--- src/rtl/vga_sync_receiver.sv ---
// rtl/vga_sync_receiver.sv - VGA sync lock, pixel coordinate recovery and fault counting; optional FRAME_CHECKSUM_EN adds a per-frame colour checksum
module vga_sync_receiver #(
    parameter int H_TOTAL  = 800,
    parameter int H_START  = 144,
    parameter int H_ACTIVE = 640,
    parameter int V_TOTAL  = 525,
    parameter int V_START  = 35,
    parameter int V_ACTIVE = 480
) (
    input  logic        clk,
    input  logic        reset,
    input  logic        vga_h_sync,
    input  logic        vga_v_sync,
    input  logic [2:0]  vga_rgb,
    output logic        pix_valid,
    output logic [9:0]  pix_x,
    output logic [9:0]  pix_y,
    output logic [2:0]  pix_rgb,
    output logic        frame_start,
    output logic        locked,
    output logic [7:0]  err_cnt
`ifdef FRAME_CHECKSUM_EN
    ,
    output logic [15:0] frame_sum,
    output logic        frame_sum_valid
`endif
);

    typedef enum logic [1:0] {
        ST_SEARCH = 2'd0,
        ST_TRACK  = 2'd1,
        ST_LOCKED = 2'd2
    } state_t;

    localparam logic [9:0]  CNT_MAX   = 10'h3FF;
    localparam logic [9:0]  H_START_C = 10'(H_START);
    localparam logic [9:0]  V_START_C = 10'(V_START);
    localparam logic [10:0] H_TOTAL_W = 11'(H_TOTAL);
    localparam logic [10:0] V_TOTAL_W = 11'(V_TOTAL);
    localparam logic [10:0] H_BEG_W   = 11'(H_START);
    localparam logic [10:0] H_END_W   = 11'(H_START + H_ACTIVE);
    localparam logic [10:0] V_BEG_W   = 11'(V_START);
    localparam logic [10:0] V_END_W   = 11'(V_START + V_ACTIVE);

    // Stage 1 samples and their one-cycle history
    logic       hs_q, vs_q, hs_prev_q, vs_prev_q;
    logic [2:0] rgb_q;
    logic       hs_fall, vs_fall;

    // Counters, fault flag and state
    logic [9:0] h_cnt_q, h_cnt_d;
    logic [9:0] v_cnt_q, v_cnt_d;
    logic [9:0] v_inc;
    logic       bad_q, bad_d;
    logic       line_ok, line_bad, frame_ok, h_sat;
    state_t     state_q, state_d;
    logic       lock_loss;
    logic [7:0] err_cnt_q, err_cnt_d;

    // Stage 2 outputs
    logic       pix_valid_q, pix_valid_d;
    logic [9:0] pix_x_q, pix_x_d;
    logic [9:0] pix_y_q, pix_y_d;
    logic [2:0] pix_rgb_q, pix_rgb_d;
    logic       frame_start_q, frame_start_d;
    logic       h_in, v_in, active;

    // Register the raw VGA inputs; history starts deasserted so no edge fires out of reset
    always_ff @(posedge clk or negedge reset) begin
        if (!reset) begin
            hs_q      <= 1'b1;
            vs_q      <= 1'b1;
            hs_prev_q <= 1'b1;
            vs_prev_q <= 1'b1;
            rgb_q     <= 3'd0;
        end else begin
            hs_q      <= vga_h_sync;
            vs_q      <= vga_v_sync;
            hs_prev_q <= hs_q;
            vs_prev_q <= vs_q;
            rgb_q     <= vga_rgb;
        end
    end

    assign hs_fall = hs_prev_q & ~hs_q;
    assign vs_fall = vs_prev_q & ~vs_q;

    // A line is good when the count that ends at this hsync assertion equals H_TOTAL
    assign line_ok  = (({1'b0, h_cnt_q} + 11'd1) == H_TOTAL_W);
    assign line_bad = hs_fall & ~line_ok;

    // Horizontal and vertical counters; h_cnt_d/v_cnt_d are the position of the stage-1 sample
    always_comb begin
        h_cnt_d = h_cnt_q;
        if (hs_fall) begin
            h_cnt_d = 10'd0;
        end else if (h_cnt_q != CNT_MAX) begin
            h_cnt_d = h_cnt_q + 10'd1;
        end

        v_inc = v_cnt_q;
        if (hs_fall && (v_cnt_q != CNT_MAX)) begin
            v_inc = v_cnt_q + 10'd1;
        end
        // The line ending together with vsync still belongs to the closing frame
        v_cnt_d = vs_fall ? 10'd0 : v_inc;

        frame_ok = ({1'b0, v_inc} == V_TOTAL_W) && !bad_q && !line_bad;
        bad_d    = vs_fall ? 1'b0 : (bad_q | line_bad);
        h_sat    = (h_cnt_d == CNT_MAX);
    end

    // Lock state machine: next state and lock-loss detection
    always_comb begin
        state_d   = state_q;
        lock_loss = 1'b0;
        case (state_q)
            ST_SEARCH: begin
                if (vs_fall) begin
                    state_d = ST_TRACK;
                end
            end
            ST_TRACK: begin
                if (vs_fall && frame_ok) begin
                    state_d = ST_LOCKED;
                end
            end
            ST_LOCKED: begin
                if (line_bad || (vs_fall && !frame_ok) || h_sat) begin
                    state_d   = ST_SEARCH;
                    lock_loss = 1'b1;
                end
            end
            default: begin
                state_d = ST_SEARCH;
            end
        endcase

        err_cnt_d = err_cnt_q;
        if (lock_loss && (err_cnt_q != 8'hFF)) begin
            err_cnt_d = err_cnt_q + 8'd1;
        end
    end

    // Active-window decode and stage-2 next values; a lock loss this cycle drops pix_valid
    always_comb begin
        h_in   = ({1'b0, h_cnt_d} >= H_BEG_W) && ({1'b0, h_cnt_d} < H_END_W);
        v_in   = ({1'b0, v_cnt_d} >= V_BEG_W) && ({1'b0, v_cnt_d} < V_END_W);
        active = (state_d == ST_LOCKED) && h_in && v_in;

        pix_valid_d = active;
        pix_x_d     = pix_x_q;
        pix_y_d     = pix_y_q;
        pix_rgb_d   = pix_rgb_q;
        if (active) begin
            pix_x_d   = h_cnt_d - H_START_C;
            pix_y_d   = v_cnt_d - V_START_C;
            pix_rgb_d = rgb_q;
        end

        frame_start_d = vs_fall && (state_d == ST_LOCKED);
    end

    // Counter, state and output registers
    always_ff @(posedge clk or negedge reset) begin
        if (!reset) begin
            h_cnt_q       <= 10'd0;
            v_cnt_q       <= 10'd0;
            bad_q         <= 1'b0;
            state_q       <= ST_SEARCH;
            err_cnt_q     <= 8'd0;
            pix_valid_q   <= 1'b0;
            pix_x_q       <= 10'd0;
            pix_y_q       <= 10'd0;
            pix_rgb_q     <= 3'd0;
            frame_start_q <= 1'b0;
        end else begin
            h_cnt_q       <= h_cnt_d;
            v_cnt_q       <= v_cnt_d;
            bad_q         <= bad_d;
            state_q       <= state_d;
            err_cnt_q     <= err_cnt_d;
            pix_valid_q   <= pix_valid_d;
            pix_x_q       <= pix_x_d;
            pix_y_q       <= pix_y_d;
            pix_rgb_q     <= pix_rgb_d;
            frame_start_q <= frame_start_d;
        end
    end

    assign pix_valid   = pix_valid_q;
    assign pix_x       = pix_x_q;
    assign pix_y       = pix_y_q;
    assign pix_rgb     = pix_rgb_q;
    assign frame_start = frame_start_q;
    assign locked      = (state_q == ST_LOCKED);
    assign err_cnt     = err_cnt_q;

`ifdef FRAME_CHECKSUM_EN
    logic [15:0] acc_q, acc_d;
    logic [15:0] sum_q, sum_d;
    logic        sum_valid_q, sum_valid_d;
    logic        primed_q, primed_d;
    logic [15:0] acc_total;

    // Accumulate displayed colour; publish and clear at each locked vsync, skipping the lock-entry frame
    always_comb begin
        acc_total   = acc_q + (pix_valid_q ? {13'd0, pix_rgb_q} : 16'd0);
        acc_d       = acc_total;
        sum_d       = sum_q;
        sum_valid_d = 1'b0;
        primed_d    = primed_q;
        if (frame_start_d) begin
            acc_d    = 16'd0;
            primed_d = 1'b1;
            if (primed_q) begin
                sum_d       = acc_total;
                sum_valid_d = 1'b1;
            end
        end else if (state_d != ST_LOCKED) begin
            primed_d = 1'b0;
        end
    end

    // Checksum registers
    always_ff @(posedge clk or negedge reset) begin
        if (!reset) begin
            acc_q       <= 16'd0;
            sum_q       <= 16'd0;
            sum_valid_q <= 1'b0;
            primed_q    <= 1'b0;
        end else begin
            acc_q       <= acc_d;
            sum_q       <= sum_d;
            sum_valid_q <= sum_valid_d;
            primed_q    <= primed_d;
        end
    end

    assign frame_sum       = sum_q;
    assign frame_sum_valid = sum_valid_q;
`endif

endmodule

--- config.mk ---
export PLATFORM = sky130hd
export DESIGN_NAME = vga_sync_receiver
export DESIGN_NICKNAME = d
export VERILOG_FILES = /design/src/rtl/vga_sync_receiver.sv
export SDC_FILE = /design/constraint.sdc
export NUM_CORES = 1
export LEC_CHECK = 0
export ABC_AREA = 1
export CORE_AREA = 2 2 107 83
export CTS_CLUSTER_DIAMETER = 50
export DETAILED_ROUTE_END_ITERATION = 10
export DIE_AREA = 0 0 109 85
export PLACE_DENSITY = 0.69
export SYNTH_ARGS = -nofsm -noshare
export SYNTH_HDL_FRONTEND = slang
export SYNTH_SLANG_ARGS = --single-unit
--- constraint.sdc ---
create_clock -name clk -period 5.6 [get_ports clk]
set_input_delay 0.56 -clock clk [delete_from_list [all_inputs] [get_ports clk]]
set_output_delay 0.56 -clock clk [all_outputs]
set_load 0.02 [all_outputs]
==> key figures, run 1 <==
Run status
  – Status: finished, final reports clean

Finish
  – Share of post-route cells with drive strength above 1: 0.0871
  – Commonest non-fill, non-tap cells in the layout: 167 x nand2_1, 70 x nand3_1, 62 x inv_1, 59 x dfrtp_1, 39 x clkdlybuf4s50_1
  – Diode count: 0
  – P&R area growth vs syn: 19.0%
  – Post-Layout Cell Count: 636
  – Filler cells: 771
  – Final net count: 537
  – Most common cell after layout, fill and taps aside: nand2_1

Setup path
  – Worst EP arrival: 3860 ps
  – Crit path launch type: flop
  – Largest stage delay, worst path: 490 ps
  – Most used cell, CP: nand2_1
  – CP cell instances: ha_1 > nand2_2 > nor2_4 > nand3_1 > a21oi_1 > inv_1 > ha_1 > nand2_1 > nand2_1 > nand3_1 > nor2_1 > nor2_1 > nand2_1 > nor2_4 > nand2_4 > nand2_1 > nand2_1
  – CP top delay family: simple AND/OR/NAND/NOR gates
  – Critical path peak fanout: 24
  – CP required: 5830 ps
  – Critical path's slowest cell: a21oi_1
  – Worst Setup Path Type: flop to flop
  – CP endpoint kind: flop
  – CP bufs+invs: 1

Placement
  – Routability cong.: 0.894
  – IO Port Bufs: 40
  – Placed insts: 620
  – Hpwl dp: 5950 um

Routing
  – DRT antenna net count: 0
  – Vias/cell: 4.94
  – Aggregate routed wire length: 7970 um
  – First-pass iteration count of the detailed router: 4
  – WL/cell: 12.5 um
  – Total number of vias: 3141
  – Initial DRC Count: 141
  – # DRC: 0

CTS
  – Clk Tree Root Cell: clkbuf_8
  – CTS tree: done
  – CTS Buffer Depth: 2
  – Clk_lat worst skew: 340 ps
  – Post-CTS Setup Inserts: 0
  – Clock Sinks: 63
  – H-Tree Depth: 3
  – Post_cts resized: 0
  – Clock-pin slew on the worst setup and hold paths: 70 ps
  – Clock buffer count from CTS: 9
  – Post-CTS Hold Fix Bufs: 0

STA
  – Setup TNS Final: 0 ps
  – Slew @ Worst Pin: 846 ps
  – Final slew viol count: 0
  – Setup violators final: 0
  – Post-Route Skew: 8.77 ps
  – Final Critical Period: 3640 ps
  – FMAX: 275 MHz
  – RSZ-0062 raised after global routing: no
  – Worst slew margin: 0.432
  – Post-route clock period utilization: 0.650
  – Hold Violations, Final: 0

Synth
  – Library cells used by synthesis: 34
  – Seq cells post-synth: 63
  – Syn Inst Count: 480
  – Syn nets: 494
  – Syn_area_per_cell: 7.53 um2
  – Ys Warns: 0
  – Seq/Total Area, Yosys: 0.437
  – Mapped cell area: 3620 um2

Floorplanning
  – Num rows: 29
  – Die X-Extent: 109 um
  – Initial Util: 0.439
  – CORE AREA: 8240 um2
  – Die Area: 9270 um2
  – Die Ht: 85 um
  – I/O pin count: 41

Global route
  – Vias in the first global route: 3000
  – Global-route wire length before repair: 13700 um
  – Pin count of the biggest net entering global routing: 64
  – Initial antenna violation count: 0
  – Total congestion overflow: 0
  – Gr usage total: 0.188

Pwr
  – Leak: 2.25 nW
  – Max IR drop VDD: 118 uV
  – Tot Pwr: 0.00107 W
  – PD cells: 248 nW/um2

Job
  – Max Cap Viol: 0

Hold path
  – Min-Delay Path Class: input pin to async pin
==> stage by stage <==
step                hold WS [ps]  setup WS, ps  instance area [um2]   util
finish                       378          1960                 4300  0.523
global route                 383          1490                 4300  0.523
CTS                          381          1970                 4300  0.523
detailed placement           370          2010                 4070  0.495
global placement             365          2110                 4070  0.495
floorplan                    264          2940                 3620      -
==> flip-flops by register name, indices dropped and copies added, names as in the netlist, 2 cells and up <==
| signal | count |
|---|---|
| h_cnt_q | 10 |
| pix_x | 10 |
| pix_y | 10 |
| v_cnt_q | 10 |
| err_cnt | 8 |
| pix_rgb | 3 |
| rgb_q | 3 |
| state_q | 2 |
==> worst reg2reg max path: cells and delay by family, from the launching register on <==
kind | cells | cell delay [ps]
flops | 1 | 450
simple gates | 13 | 2000
compound gates | 1 | 490
fa+ha+maj | 2 | 460
buf+inv | 1 | 140
==> cell type report <==
type                            count  area [um2]  share of cell area
Multi-Input combinational cell    343        1710               0.397
Sequential cell                    63        1580               0.367
Timing Repair Buffer               41         403              0.0936
Inverter                           65         244              0.0567
Clock buffer                       10         138              0.0320
Tap cell                          108         135              0.0314
Clock inverter                      6        92.6              0.0215
==> synthesized netlist by cell type <==
cell type	n	area (um2)
dfrtp_1	59	1480
nand4_2	1	12.5
dfstp_2	4	105
nand3_2	3	30.0
ha_1	7	87.6
a311oi_1	2	17.5
o21ai_2	1	8.76
o21bai_1	1	7.51
buf_4	4	30.0
buf_2	1	5.00
clkinv_1	2	7.51
a31oi_1	1	6.26
nand3_1	70	350
inv_1	62	233
a21oi_4	1	16.3
a21oi_1	3	15.0
nor2_1	32	120
nand3b_1	4	30.0
nand4_1	8	50.1
o21ai_0	5	25.0
inv_2	1	3.75
nand2_2	4	25.0
o21ai_1	1	5.00
nand3_4	1	17.5
nor3_1	4	20.0
nor4_1	1	6.26
nand2_4	2	22.5
xnor2_1	5	43.8
nor2_2	4	25.0
nand2_1	167	627
xor2_1	9	78.8
nor2_4	4	45.0
a21oi_2	2	17.5
buf_6	4	45.0
==> report_power, final <==
group / internal (W) / switching, W
logic: 0.0000394 / 0.0000847
registers: 0.000473 / 0.0000201
clock network: 0.000265 / 0.000187
total: 0.000777 / 0.000292
==> cell families (layout without fill, tap and decap cells) <==
kind of cell             Yosys count  in the layout  synth area share
AND/OR/NAND/NOR                  305            305             0.382
buffers and inverters             74            122            0.0896
flip-flops                        63             63             0.437
AO/OA/AOI/OAI                     17             17            0.0329
XOR/XNOR                          14             14            0.0339
adder cells (fa/ha/maj)            7              7            0.0242
==> per-layer routing <==
metal,track usage,share of wire,vias to the layer above
li1,-,-,1594
met1,0.268,0.49,1492
met2,0.289,0.47,51
met3,0.0461,0.033,4
met4,0.0478,0.0053,0
met5,0,0,-
==> final timing paths <==
kind	from	end	slack, ps	cells after the start
setup / recovery	h_cnt_q[0]$_DFF_PN0_	pix_x[6]$_DFFE_PN0P_	1960	17
hold / removal	reset	err_cnt[0]$_DFFE_PN0P_	380	2
setup reg to reg	h_cnt_q[0]$_DFF_PN0_	pix_x[6]$_DFFE_PN0P_	1960	17
min in group clk	vs_q$_DFF_PN1_	vs_prev_q$_DFF_PN1_	380	0
hold reg to reg	vs_q$_DFF_PN1_	vs_prev_q$_DFF_PN1_	380	0
max in group asynchronous	reset	v_cnt_q[4]$_DFF_PN0_	4690	2
(Power assumes the default switching activity.)
==> run 2, diff against run 1 <==
Clock period 5.6 ns to 3.7 ns, I/O delays scaled along.
==> run 2 against run 1 <==
  * Maximum frequency increased by 13%
  * Sequential share of layout area decreased by 0.31 points
  * Global-route usage increased by 0.37 points
  * Core utilization increased by 0.44 points
  * Wire length increased by 0.69%
  * Sequential cell count unchanged
  * Via count increased by 0.54%
  * Clock power increased by 62%
  * Count of clock-buffer cells in the layout decreased by 1
  * Critical endpoint is now pix_y[0]$_DFFE_PN0P_
  * Largest power group unchanged
==> key figures, run 2 (synthesis gave the netlist of run 1 again) <==
Run status
  – Status: finished, final reports clean

Pwr
  – Tot Pwr: 0.00167 W
  – Max IR drop VDD: 210 uV
  – PD cells: 384 nW/um2
  – Leak: 2.28 nW

Job
  – Max Cap Viol: 0

Routing
  – Aggregate routed wire length: 8020 um
  – Initial DRC Count: 182
  – WL/cell: 12.6 um
  – Total number of vias: 3158
  – Vias/cell: 4.94
  – First-pass iteration count of the detailed router: 4
  – # DRC: 0
  – DRT antenna net count: 0

CTS
  – H-Tree Depth: 3
  – Post-CTS Hold Fix Bufs: 0
  – Clock buffer count from CTS: 9
  – Post_cts resized: 0
  – CTS tree: done
  – Clk_lat worst skew: 350 ps
  – Post-CTS Setup Inserts: 0
  – CTS Buffer Depth: 2
  – Clock Sinks: 63
  – Clock-pin slew on the worst setup and hold paths: 80 ps
  – Clk Tree Root Cell: clkbuf_8

STA
  – RSZ-0062 raised after global routing: no
  – Worst slew margin: 0.410
  – Post-route clock period utilization: 0.869
  – Slew @ Worst Pin: 879 ps
  – FMAX: 311 MHz
  – Final Critical Period: 3220 ps
  – Setup WS post-layout: 485 ps
  – Post-Route Skew: 9.07 ps
  – Setup TNS Final: 0 ps
  – Final slew viol count: 0
  – Setup violators final: 0
  – Hold Violations, Final: 0

Floorplanning
  – Die Area: 9270 um2
  – Die Ht: 85 um
  – I/O pin count: 41
  – CORE AREA: 8240 um2
  – Num rows: 29
  – Initial Util: 0.439
  – Die X-Extent: 109 um

Global route
  – Initial antenna violation count: 0
  – Global-route wire length before repair: 14000 um
  – Vias in the first global route: 3062
  – Total congestion overflow: 0
  – Pin count of the biggest net entering global routing: 33
  – Gr usage total: 0.192

Finish
  – Post-Layout Cell Count: 639
  – Diode count: 0
  – Most common cell after layout, fill and taps aside: nand2_1
  – Share of post-route cells with drive strength above 1: 0.0923
  – Finished Cell Area: 4340 um2
  – Final net count: 540
  – Commonest non-fill, non-tap cells in the layout: 167 x nand2_1, 70 x nand3_1, 62 x inv_1, 59 x dfrtp_1, 39 x clkdlybuf4s50_1
  – P&R area growth vs syn: 20.0%

Placement
  – DP Area: 4100 um2
  – Placed insts: 623
  – Hpwl dp: 6100 um
  – DP Worst Slack: 526 ps
  – Routability cong.: 0.860
  – IO Port Bufs: 40

Setup path
  – Critical path origin: h_cnt_q[0]$_DFF_PN0_
  – CP cell instances: ha_1 > nand2_2 > nor2_4 > nand3_1 > a21oi_1 > inv_1 > ha_1 > nand2_1 > nand2_1 > nand3_1 > nor2_1 > nor2_1 > nand2_1 > nor2_4 > nand2_4 > nand2_1 > nand2_1
  – Crit path launch type: flop
  – CP endpoint kind: flop
  – Critical path's slowest cell: dfrtp_1
  – CP required: 3930 ps
  – Worst Setup Path Type: flop to flop
  – CP top delay family: simple AND/OR/NAND/NOR gates
  – Worst r2r src: h_cnt_q[0]$_DFF_PN0_
  – Most used cell, CP: nand2_1
  – Largest stage delay, worst path: 460 ps
  – Critical path peak fanout: 24
  – CP bufs+invs: 1
  – Worst EP arrival: 3440 ps

Hold path
  – Min-Delay Path Class: input pin to async pin
-- run 2: worst register-to-register path: stages (launching register included) --
cell     delay [ps]
dfrtp_1         460
ha_1            230
nand2_2         110
nor2_4          170
nand3_1         180
a21oi_1         350
inv_1           140
ha_1            230
nand2_1         100
nand2_1          80
nand3_1          80
nor2_1           50
nor2_1          160
nand2_1         120
nor2_4          240
nand2_4         220
nand2_1         120
nand2_1          60
-- run 2: through the flow --
step,utilization,hold slack (ps)
finish,0.527,87.4
global route,0.527,126
CTS,0.527,108
detailed placement,0.497,364
global placement,0.497,364
floorplan,-,74.4
-- run 2: worst paths after layout --
kind,depth (start not counted),slack (ps),to
min in group clk,0,370,vs_prev_q$_DFF_PN1_
hold / removal,1,90,h_cnt_q[0]$_DFF_PN0_
setup reg to reg,17,480,pix_y[0]$_DFFE_PN0P_
hold reg to reg,0,370,vs_prev_q$_DFF_PN1_
setup / recovery,17,480,pix_y[0]$_DFFE_PN0P_
max in group asynchronous,2,2700,hs_prev_q$_DFF_PN1_
-- run 2: per-layer routing --
metal  vias to the layer above  global-route usage  wire, um
li1                       1600                   -         -
met1                      1484               0.265      3920
met2                        66               0.303      3690
met3                         8              0.0469       315
met4                         0              0.0513        98
met5                         -                   0         0
-- run 2: final cells by class --
| cell class | count | area [um2] |
|---|---|---|
| inverter | 65 | 244 |
| clock buffer | 9 | 124 |
| timing repair buffer | 44 | 425 |
| fill | 763 | 3900 |
| multi-input combinational | 343 | 1710 |
| sequential | 63 | 1580 |
| tap | 108 | 135 |
| clock inverter | 7 | 120 |
-- run 2: power breakdown --
| part | switching [W] | leakage, nW | internal [W] |
|---|---|---|---|
| Clock | 0.000282 | 0.120 | 0.000449 |
| Combinational | 0.000128 | 1.32 | 0.0000614 |
| Sequential | 0.0000298 | 0.843 | 0.000715 |
